$ cat config.mk
export PLATFORM = sky130hd
export DESIGN_NAME = axi_master_read
export DESIGN_NICKNAME = d
export VERILOG_FILES = /design/src/rtl/axi_master_read.sv
export SDC_FILE = /design/constraint.sdc
export NUM_CORES = 1
export LEC_CHECK = 0
export CORE_MARGIN = 10
export CORE_UTILIZATION = 40
export CTS_BUF_LIST = sky130_fd_sc_hd__clkbuf_16
export DETAILED_ROUTE_END_ITERATION = 10
export HOLD_SLACK_MARGIN = 0.02
export PLACE_DENSITY = 0.77
export SETUP_SLACK_MARGIN = 0.05
export SYNTH_ARGS = -nofsm -noshare
export SYNTH_HDL_FRONTEND = slang
export SYNTH_SLANG_ARGS = --single-unit
export TNS_END_PERCENT = 10
$ cat constraint.sdc
create_clock -name clock -period 1.9 [get_ports clock]
set_input_delay 0.475 -clock clock [delete_from_list [all_inputs] [get_ports clock]]
set_output_delay 0.475 -clock clock [all_outputs]
set_load 0.02 [all_outputs]
$ cat src/rtl/axi_master_read.sv
// rtl/axi_master_read.sv - single-outstanding AXI INCR read initiator for a core request port
module axi_master_read #(
  parameter logic [3:0] MASTER_ID = 4'd0
) (
  input  logic        clock,
  input  logic        reset,
  input  logic        core_req,
  input  logic [31:0] core_addr,
  input  logic [3:0]  core_len,
  input  logic [2:0]  core_size,
  output logic        core_busy,
  output logic [31:0] core_rdata,
  output logic        core_rvalid,
  output logic        core_done,
  output logic        core_error,
  output logic [3:0]  ARID,
  output logic [31:0] ARADDR,
  output logic [3:0]  ARLEN,
  output logic [2:0]  ARSIZE,
  output logic [1:0]  ARBURST,
  output logic        ARVALID,
  input  logic        ARREADY,
  input  logic [3:0]  RID,
  input  logic [31:0] RDATA,
  input  logic [1:0]  RRESP,
  input  logic        RLAST,
  input  logic        RVALID,
  output logic        RREADY
);

  typedef enum logic [1:0] {IDLE, ADDR, DATA} state_t;

  state_t     state;
  logic [3:0] len_q;
  logic [3:0] beat_cnt;
  logic       beat;
  logic       last_expected;
  logic       beat_err;

  assign beat          = (state == DATA) && RVALID && RREADY;
  assign last_expected = (beat_cnt == len_q);
  // RLAST must coincide exactly with the final expected beat; either mismatch is an error
  assign beat_err      = (RRESP != 2'b00) || (RID != MASTER_ID) || (RLAST != last_expected);
  assign core_busy     = (state != IDLE);

  always_ff @(posedge clock or negedge reset) begin
    if (!reset) begin
      state       <= IDLE;
      len_q       <= 4'd0;
      beat_cnt    <= 4'd0;
      core_rdata  <= 32'd0;
      core_rvalid <= 1'b0;
      core_done   <= 1'b0;
      core_error  <= 1'b0;
      ARID        <= 4'd0;
      ARADDR      <= 32'd0;
      ARLEN       <= 4'd0;
      ARSIZE      <= 3'd0;
      ARBURST     <= 2'b00;
      ARVALID     <= 1'b0;
      RREADY      <= 1'b0;
    end else begin
      core_rvalid <= 1'b0;
      core_done   <= 1'b0;
      case (state)
        IDLE: begin
          if (core_req) begin
            ARID       <= MASTER_ID;
            ARADDR     <= core_addr;
            ARLEN      <= core_len;
            ARSIZE     <= core_size;
            ARBURST    <= 2'b01;
            ARVALID    <= 1'b1;
            len_q      <= core_len;
            beat_cnt   <= 4'd0;
            core_error <= 1'b0;
            state      <= ADDR;
          end
        end
        ADDR: begin
          if (ARREADY) begin
            ARID    <= 4'd0;
            ARADDR  <= 32'd0;
            ARLEN   <= 4'd0;
            ARSIZE  <= 3'd0;
            ARBURST <= 2'b00;
            ARVALID <= 1'b0;
            RREADY  <= 1'b1;
            state   <= DATA;
          end
        end
        DATA: begin
          if (beat) begin
            core_rdata  <= RDATA;
            core_rvalid <= 1'b1;
            beat_cnt    <= beat_cnt + 4'd1;
            if (beat_err) core_error <= 1'b1;
            if (RLAST || last_expected) begin
              RREADY    <= 1'b0;
              core_done <= 1'b1;
              state     <= IDLE;
            end
          end
        end
        default: state <= IDLE;
      endcase
    end
  end

endmodule

# After elaboration in Yosys (flattened, before gate mapping)
# Cells that the tools add are included.
[word_totals] register_bits=92 latchBits=0 ramBits=0 rom_bits=0 in_bits=83 out_inout_bits=83 wordCells=79 memories=0
[classes] addsub=1 multipliers=0 div=0 order_cmp=0 eq_ne=9 shift=0 muxes=36 bitwise=0 n_reduce_logical=19
[op_table] op="two-way mux 32 bit" count=2
[op_table] op="case mux 32 bit (2 select lines)" count=1
[op_table] op="case mux 4 bit (2 select lines)" count=3
[op_table] op="two-way mux 4 bit" count=4
[op_table] op="two-way mux 1 bit" count=13
[op_table] op="AND reduction 4 bit" count=3
[op_table] op="two-way mux 2 bit" count=5
[op_table] op="nonzero test 2 bit" count=5
[op_table] op="inequality test 2 bit (second input constant)" count=4
[op_table] op="two-way mux 3 bit" count=2
[op_table] op="case mux 1 bit (2 select lines)" count=3
[op_table] op="case mux 2 bit (3 select lines)" count=1
[op_table] op="case mux 3 bit (2 select lines)" count=1
[op_table] op="AND reduction 3 bit" count=2
[op_table] op="adder 4 x 1 -> 4 bit (second input constant)" count=1
[op_table] op="== test 4 bit" count=1
[op_table] op="case mux 2 bit (2 select lines)" count=1
[op_table] op="AND reduction 2 bit" count=2
[op_table] op="nonzero test 4 bit" count=1
[op_table] op="logical OR 1 bit" count=3
[op_table] op="== test 2 x 1 -> 1 bit (second input constant)" count=1
[op_table] op="== test 2 bit (second input constant)" count=1
[op_table] op="logical AND 1 bit" count=2
[op_table] op="zero test 2 bit" count=1
[op_table] op="other kinds (2)" count=2

# Depth between registers and ports, before layout
# Gate-level depths: netlist of the first run.
[logic_depth] word_depth=6 depth_mapped=6 depth_no_buf=6

# Worst setup path after synthesis of the first run
# No wires, ideal clock.
[synth_path] path_kind="reg-to-reg" start="reg beat_cnt[0]" end="reg core_error" setup_ns=0.119 t_arrival_ns=1.316 required_ns=1.781 slack_ns=0.465 path_stages_with_launch=7 n_path_buf=0 period_less_slack_ns=1.435 path_cell_list="dfrtp_1 -> xnor2_1 -> nand4_1 -> ha_1 -> nor4_1 -> a21oi_1 -> o21a_1"
[synth_between] elab_chain_len=5
[synth_lines] element="start, declared" line="35" rtl="logic [3:0] beat_cnt;"
[synth_lines] element="start signal, assigned" line="96" rtl="beat_cnt <= beat_cnt + 4'd1;"
[synth_lines] element="== test 4 bit" line="41" rtl="assign last_expected = (beat_cnt == len_q);"
[synth_lines] element="inequality test 1 bit" line="43" rtl="assign beat_err = (RRESP != 2'b00) || (RID != MASTER_ID) || (RLAST != last_expected);"
[synth_lines] element="logical OR 1 bit" line="43"
[synth_lines] element="inequality test 2 bit (no line)"
[synth_lines] element="AND reduction 4 bit (no line)"
[synth_lines] element="end signal, assigned" line="54" rtl="core_error <= 1'b0;"
[synth_lines] element="end signal, assigned" line="76" rtl="core_error <= 1'b0;"
[synth_lines] element="end signal, assigned" line="97" rtl="if (beat_err) core_error <= 1'b1;"
[synth_lines] element="end, declared" line="15" rtl="output logic core_error,"
# No other way between the ends.
# A chain may end at the register's enable or synchronous reset.

# Final worst setup path of the first run
[layout_path] start="reg state[0]" end="out core_busy"
[layout_between] elab_chain_len=1
[layout_lines] element="start, declared" line="33" rtl="state_t state;"
[layout_lines] element="start signal, assigned" line="48" rtl="state <= IDLE;"
[layout_lines] element="start signal, assigned" line="77" rtl="state <= ADDR;"
[layout_lines] element="start signal, assigned" line="89" rtl="state <= DATA;"
[layout_lines] element="nonzero test 2 bit" line="44" rtl="assign core_busy = (state != IDLE);"
[layout_lines] element="end, declared" line="11" rtl="output logic core_busy,"
# No other way between the ends.

==> results_dict.tcl, run 1 <==
set metrics [dict create \
    pwr-share-seq_pct 34.7 \
    routabilityCongestion 0.746 \
    p_sw_share_pct 36.5 \
    postCtsSetupRepairBufs 0 \
    port_buffers 160 \
    synth_edf_count 0 \
    drt_iter0_drc 91 \
    cp-start-kind "flop" \
    path_cells "or2_2 > dlygate4sd2_1" \
    synth_ff_type "dfrtp_1" \
    top_layer "met4" \
    synth-adder-area-share_pct 0.739 \
    std_cell_rows 33 \
    async_reset_ff_share_pct 100 \
    r2r_slack_ps 320 \
    clock_power_share_pct 18.3 \
    fin_skew_ps 8.64 \
    clock-sinks 86 \
    vias 2748 \
    fmax_mhz 553 \
    clk-insertion-delay-late_ps 330 \
    synthToLayoutAreaGrowth_pct 58.9 \
    fin_setup_tns_ps 0 \
    r2r-end "core_error" \
    ys.warnings.count 0 \
    drcViolationCount 0 \
    worstPathRequired_ps 1420 \
    synth_area_leaders "dfrtp_1, nand2_1, a22o_1" \
    p_total_mw 9.10 \
    io-pin-count 166 \
    synth-seq-area-share_pct 63.6 \
    cpMaxStageDelayCell "dfrtp_1" \
    route.final.wire_length_microns 9500 \
    synth_cell_types 32 \
    yosys.area.top_type_share_pct 63.6 \
    syn_inst 306 \
    worst_setup_path_end_kind "output port" \
    ctsHoldBuffers 0 \
    power.internal_mw 5.78 \
    via_per_inst 4.76 \
    wl_met3_microns 1210 \
    num_antenna_cells 0 \
    synth_seq_cells 86 \
    setup_viol 0 \
    wl_met1_microns 3870 \
    p_comb_share_pct 47.0 \
    netlist_area_sq_um 3390 \
    post-route-period-util_pct 95.2 \
    h-tree-depth 3 \
    synthSimpleGateAreaFrac_pct 16.7 \
    coreArea_sq_um 8220 \
    vdd_drop_max_uv 1080 \
    cap_violations 0 \
    synth_xor_xnor_area_share_pct 1.03 \
    grt-ovfl-total 0 \
    dr_wl_met2_microns 4370 \
    worstSetupPathType "flop to output port" \
    syn_avg_cell_area_sq_um 11.1 \
    dieWidth_microns 112 \
    rsz0062_at_grt "true" \
    cp_data_arrival_time_ps 1330 \
    synth_top_family_by_area "simple AND/OR/NAND/NOR gates" \
    critical_path.max_stage_delay_ps 370 \
    p_leak_nw 2.53 \
    fill_cells 649 \
    hpwl_microns 7380 \
    numCtsBuffers 9 \
    muxShareOfSynthArea_pct 0.296 \
    nets 552 \
    dieArea_sq_um 12500 \
    timing.rr.start "beat_cnt[0]" \
    wl_per_cell_microns 16.5 \
    p_per_area_nw_per_um2 1690 \
    grt_max_degree 44 \
    final_layout_size_suffix_gt1_share_pct 5.93 \
    hold_class "primary input to async pin" \
    post-route-min-period_ps 1810 \
    synth_compound_area_share_pct 12.3 \
    firstDrtPassIters 4 \
    hold_violations 0 \
    ant_nets 0 \
    crit_fanout 2 \
    cp_top_family "flip-flops" \
    initial_core_util_pct 41.2 \
    yosys.area.top_type "dfrtp_1" \
    slew_violations 0 \
    reg2reg_depth 6 \
    antenna_found_initial 0 \
    worst-path-buf-inv 1 \
    grt_pass1_wl_microns 15600 \
    grt_pass1_vias 3032 \
    cts.clk_slew.worst_paths_ps 60 \
    clock_path_buffers 2 \
    root_buffer "clkbuf_16" \
    status "finished, final reports clean" \
    die_h_microns 112 \
    grtUsageTotal_pct 15.0 \
    cts_tree "yes" \
    p_switching_mw 3.32 \
]
==> logic make-up (layout without fill, tap and decap cells) <==
kind of cell,Yosys count,in the layout
AO/OA/AOI/OAI,52,52
XOR/XNOR,4,4
adder cells (fa/ha/maj),2,2
buffers and inverters,28,190
flip-flops,86,86
multiplexers,1,1
other,1,5
AND/OR/NAND/NOR,132,132
==> placed cells by master (no fill, tap or decap), drive strengths merged, types with 2 or more instances in the layout <==
cell type / synthesis / final
a21oi: 4 / 4
a22o: 39 / 39
buf: 19 / 11
clkbuf: 5 / 9
clkdlybuf4s50: 0 / 155
clkinv: 1 / 4
clkinvlp: 0 / 2
conb: 1 / 5
dfrtp: 86 / 86
dlygate4sd2: 0 / 3
ha: 2 / 2
inv: 3 / 4
nand2: 113 / 113
nand2b: 2 / 2
nand3: 2 / 2
nand3b: 2 / 2
nor2: 4 / 4
o21ai: 5 / 5
xnor2: 4 / 4
==> flip-flops by register name, indices dropped and copies added (netlist names) <==
name	count
ARSIZE	3
core_rvalid	1
ARBURST	1
ARADDR	32
core_error	1
ARLEN	4
core_rdata	32
core_done	1
len_q	4
beat_cnt	4
state	2
RREADY	1
==> synth_stat cells (2+ instances only) <==
| master | number |
|---|---|
| a21oi_1 | 4 |
| buf_2 | 6 |
| ha_1 | 2 |
| buf_6 | 5 |
| xnor2_1 | 4 |
| dfrtp_1 | 86 |
| o21ai_0 | 5 |
| nor2_1 | 4 |
| nand2_1 | 113 |
| nand2b_1 | 2 |
| nand3b_1 | 2 |
| a22o_1 | 39 |
| buf_4 | 8 |
| inv_1 | 3 |
| clkbuf_1 | 5 |
| nand3_1 | 2 |
==> metal layers <==
layer	up-vias	GRT usage (%)
met5	-	0
met4	0	3.55
met3	7	8.70
met2	119	24.2
met1	1287	16.8
li1	1335	-
==> final cells by class <==
| type | instances | area, sq um | share of cell area (%) |
|---|---|---|---|
| clock buffers | 9 | 225 | 4.19 |
| flip-flops and latches | 86 | 2150 | 40.0 |
| repair buffers | 170 | 1720 | 32.0 |
| inverters | 4 | 15.0 | 0.279 |
| well taps | 105 | 131 | 2.44 |
| clock inverters | 7 | 66.3 | 1.23 |
| multi-input cells | 196 | 1070 | 19.9 |
==> power groups by stage <==
stage	clock network [mW]	registers, mW	logic, mW
6_report	1.67	3.16	4.28
5_1_grt	1.79	3.26	4.61
4_1_cts	1.72	3.16	4.37
3_5_place_dp	0	3.15	4.39
3_3_place_gp	0	3.15	4.30
2_1_floorplan	0	4.05	1.30
==> worst max-delay path by stage <==
stage                 from     endpoint  slack, ps  depth (start not counted)
3_5_place_dp      core_req  beat_cnt[0]         50                          4
5_1_grt         ARADDR[31]   ARADDR[31]         50                          1
6_report          state[0]    core_busy         90                          2
2_1_floorplan  beat_cnt[0]   core_error        470                          6
3_3_place_gp      core_req  beat_cnt[0]         80                          4
4_1_cts         ARBURST[0]      ARVALID         60                          1
==> metrics by stage <==
step	setup slack, ps	area, sq um	utilization, %	hold slack [ps]	instances
floorplan	465	3400	-	179	310
global placement	84.0	5090	62.0	400	561
detailed placement	53.2	5090	62.0	397	561
CTS	56.0	5380	65.5	44.1	577
global route	45.4	5380	65.5	57.3	577
finish	91.5	5380	65.5	43.4	577
==> repair_timing <==
item / 4_1_cts / 5_1_grt
resized for setup: 3 / 1
endpoints found under the setup margin: 3 / 2
endpoints found under the hold margin: 0 / 0
Power figures use the tool's default switching activity.
==> inputs of run 2 (changes only) <==
- CORE_UTILIZATION: 40 -> 25
- PLACE_DENSITY: 0.77 -> 0.52
- clock period: 1.9 -> 1.7 ns (I/O delays scaled with it)
==> run 2 against run 1 <==
Via count is 0.73% lower; cell count is 14% higher; global-route usage is 3.8 points lower.
==> results_dict.tcl, run 2 (same netlist as run 1, synthesis figures left out) <==
set metrics [dict create \
    cp-start-kind "flop" \
    worstPathRequired_ps 1270 \
    fin_util_pct 41.1 \
    grt_pass1_wl_microns 16700 \
    dieArea_sq_um 18600 \
    status "finished, final reports clean" \
    coreArea_sq_um 13200 \
    fin_setup_tns_ps 0 \
    vdd_drop_max_uv 603 \
    die_h_microns 136 \
    std_cell_rows 42 \
    fin_area_sq_um 5440 \
    slew_violations 0 \
    route.final.wire_length_microns 10400 \
    clk-insertion-delay-late_ps 330 \
    wl_per_cell_microns 15.9 \
    min_from "core_rdata[25]" \
    worst_setup_path_end_kind "output port" \
    post-route-period-util_pct 93.9 \
    cp_data_arrival_time_ps 1170 \
    firstDrtPassIters 4 \
    grt-ovfl-total 0 \
    hold_class "flop to flop" \
    r2r_slack_ps 170 \
    timing.rr.start "beat_cnt[0]" \
    post-route-min-period_ps 1600 \
    setup_viol 0 \
    hpwl_microns 7820 \
    via_per_inst 4.16 \
    grtUsageTotal_pct 11.3 \
    cts.clk_slew.worst_paths_ps 60 \
    cap_violations 0 \
    initial_core_util_pct 25.6 \
    post_dp_cell_area_sq_um 5230 \
    p_leak_nw 2.78 \
    hold_violations 0 \
    top_regs "ARADDR (32), core_rdata (32)" \
    port_buffers 160 \
    io-pin-count 166 \
    synthToLayoutAreaGrowth_pct 60.6 \
    worstSetupPathType "flop to output port" \
    nets 560 \
    ant_nets 0 \
    root_buffer "clkbuf_16" \
    clock_path_buffers 2 \
    rsz0062_at_grt "true" \
    drcViolationCount 0 \
    final_common_cell "nand2_1" \
    num_antenna_cells 0 \
    pre_cts_ws_ps -118 \
    fill_cells 1349 \
    cts_tree "yes" \
    fin_skew_ps 4.04 \
    cp-startpoint "state[0]" \
    grt_max_degree 39 \
    final_layout_size_suffix_gt1_share_pct 7.92 \
    grt_pass1_vias 3132 \
    routabilityCongestion 0.695 \
    layout_common_cells "nand2_1, dfrtp_1, clkdlybuf4s50_1" \
    fmax_mhz 627 \
    h-tree-depth 3 \
    dieWidth_microns 136 \
    crit_fanout 2 \
    vias 2728 \
    p_total_mw 9.67 \
    numCtsBuffers 9 \
    antenna_found_initial 0 \
    p_per_area_nw_per_um2 1780 \
    clock-sinks 86 \
    postCtsSetupRepairBufs 0 \
    setup_slack_ps 104 \
    drt_iter0_drc 70 \
]
-- run 2: power by group --
part / switching, mW / internal (mW) / leakage, nW / total [mW]
registers: 0.490 / 2.97 / 1.10 / 3.46
clock network: 0.802 / 1.13 / 0.144 / 1.93
logic: 2.46 / 1.82 / 1.54 / 4.28
total: 3.75 / 5.92 / 2.78 / 9.67
-- run 2: final cells by class --
type | instances | area, sq um | area share [%]
Multi-Input combinational cell | 196 | 1070 | 19.8
Timing Repair Buffer | 178 | 1690 | 31.0
Clock buffer | 9 | 225 | 4.14
Inverter | 4 | 15.0 | 0.276
Sequential cell | 86 | 2150 | 39.6
Clock inverter | 7 | 65.1 | 1.20
Tap cell | 176 | 220 | 4.05
-- run 2: path summary, 6_finish.rpt --
kind	cells past startpoint	end
setup reg to reg	6	core_error
hold / removal	2	core_rdata[25]
hold reg to reg	2	core_rdata[25]
min in group asynchronous	2	core_rdata[11]
setup / recovery	2	core_busy
max in group asynchronous	3	beat_cnt[0]
-- run 2: what timing repair did --
item / 4_1_cts / 5_1_grt
hold buffers: 1 / 0
gates resized for setup: 79 / 3
hold endpoints to repair: 21 / 0
pin swaps: 0 / 0
endpoints found under the setup margin: 78 / 2
-- run 2: critical path, cell delays in order, from the launching register on --
cell and delay [ps]:
dfrtp_1 380, or2_2 290, clkbuf_2 170
-- run 2: metal layers --
layer	track usage [%]	share of wire (%)	up-vias
met4	3.20	0.75	0
li1	-	-	1345
met3	5.83	11	7
met5	0	0	-
met2	17.3	45	112
met1	13.5	44	1264
-- run 2: stage by stage --
step           instances  hold slack [ps]
2_1_floorplan        310              129
3_3_place_gp         639              349
3_5_place_dp         639              351
4_1_cts              656              473
5_1_grt              656              490
6_report             656              467
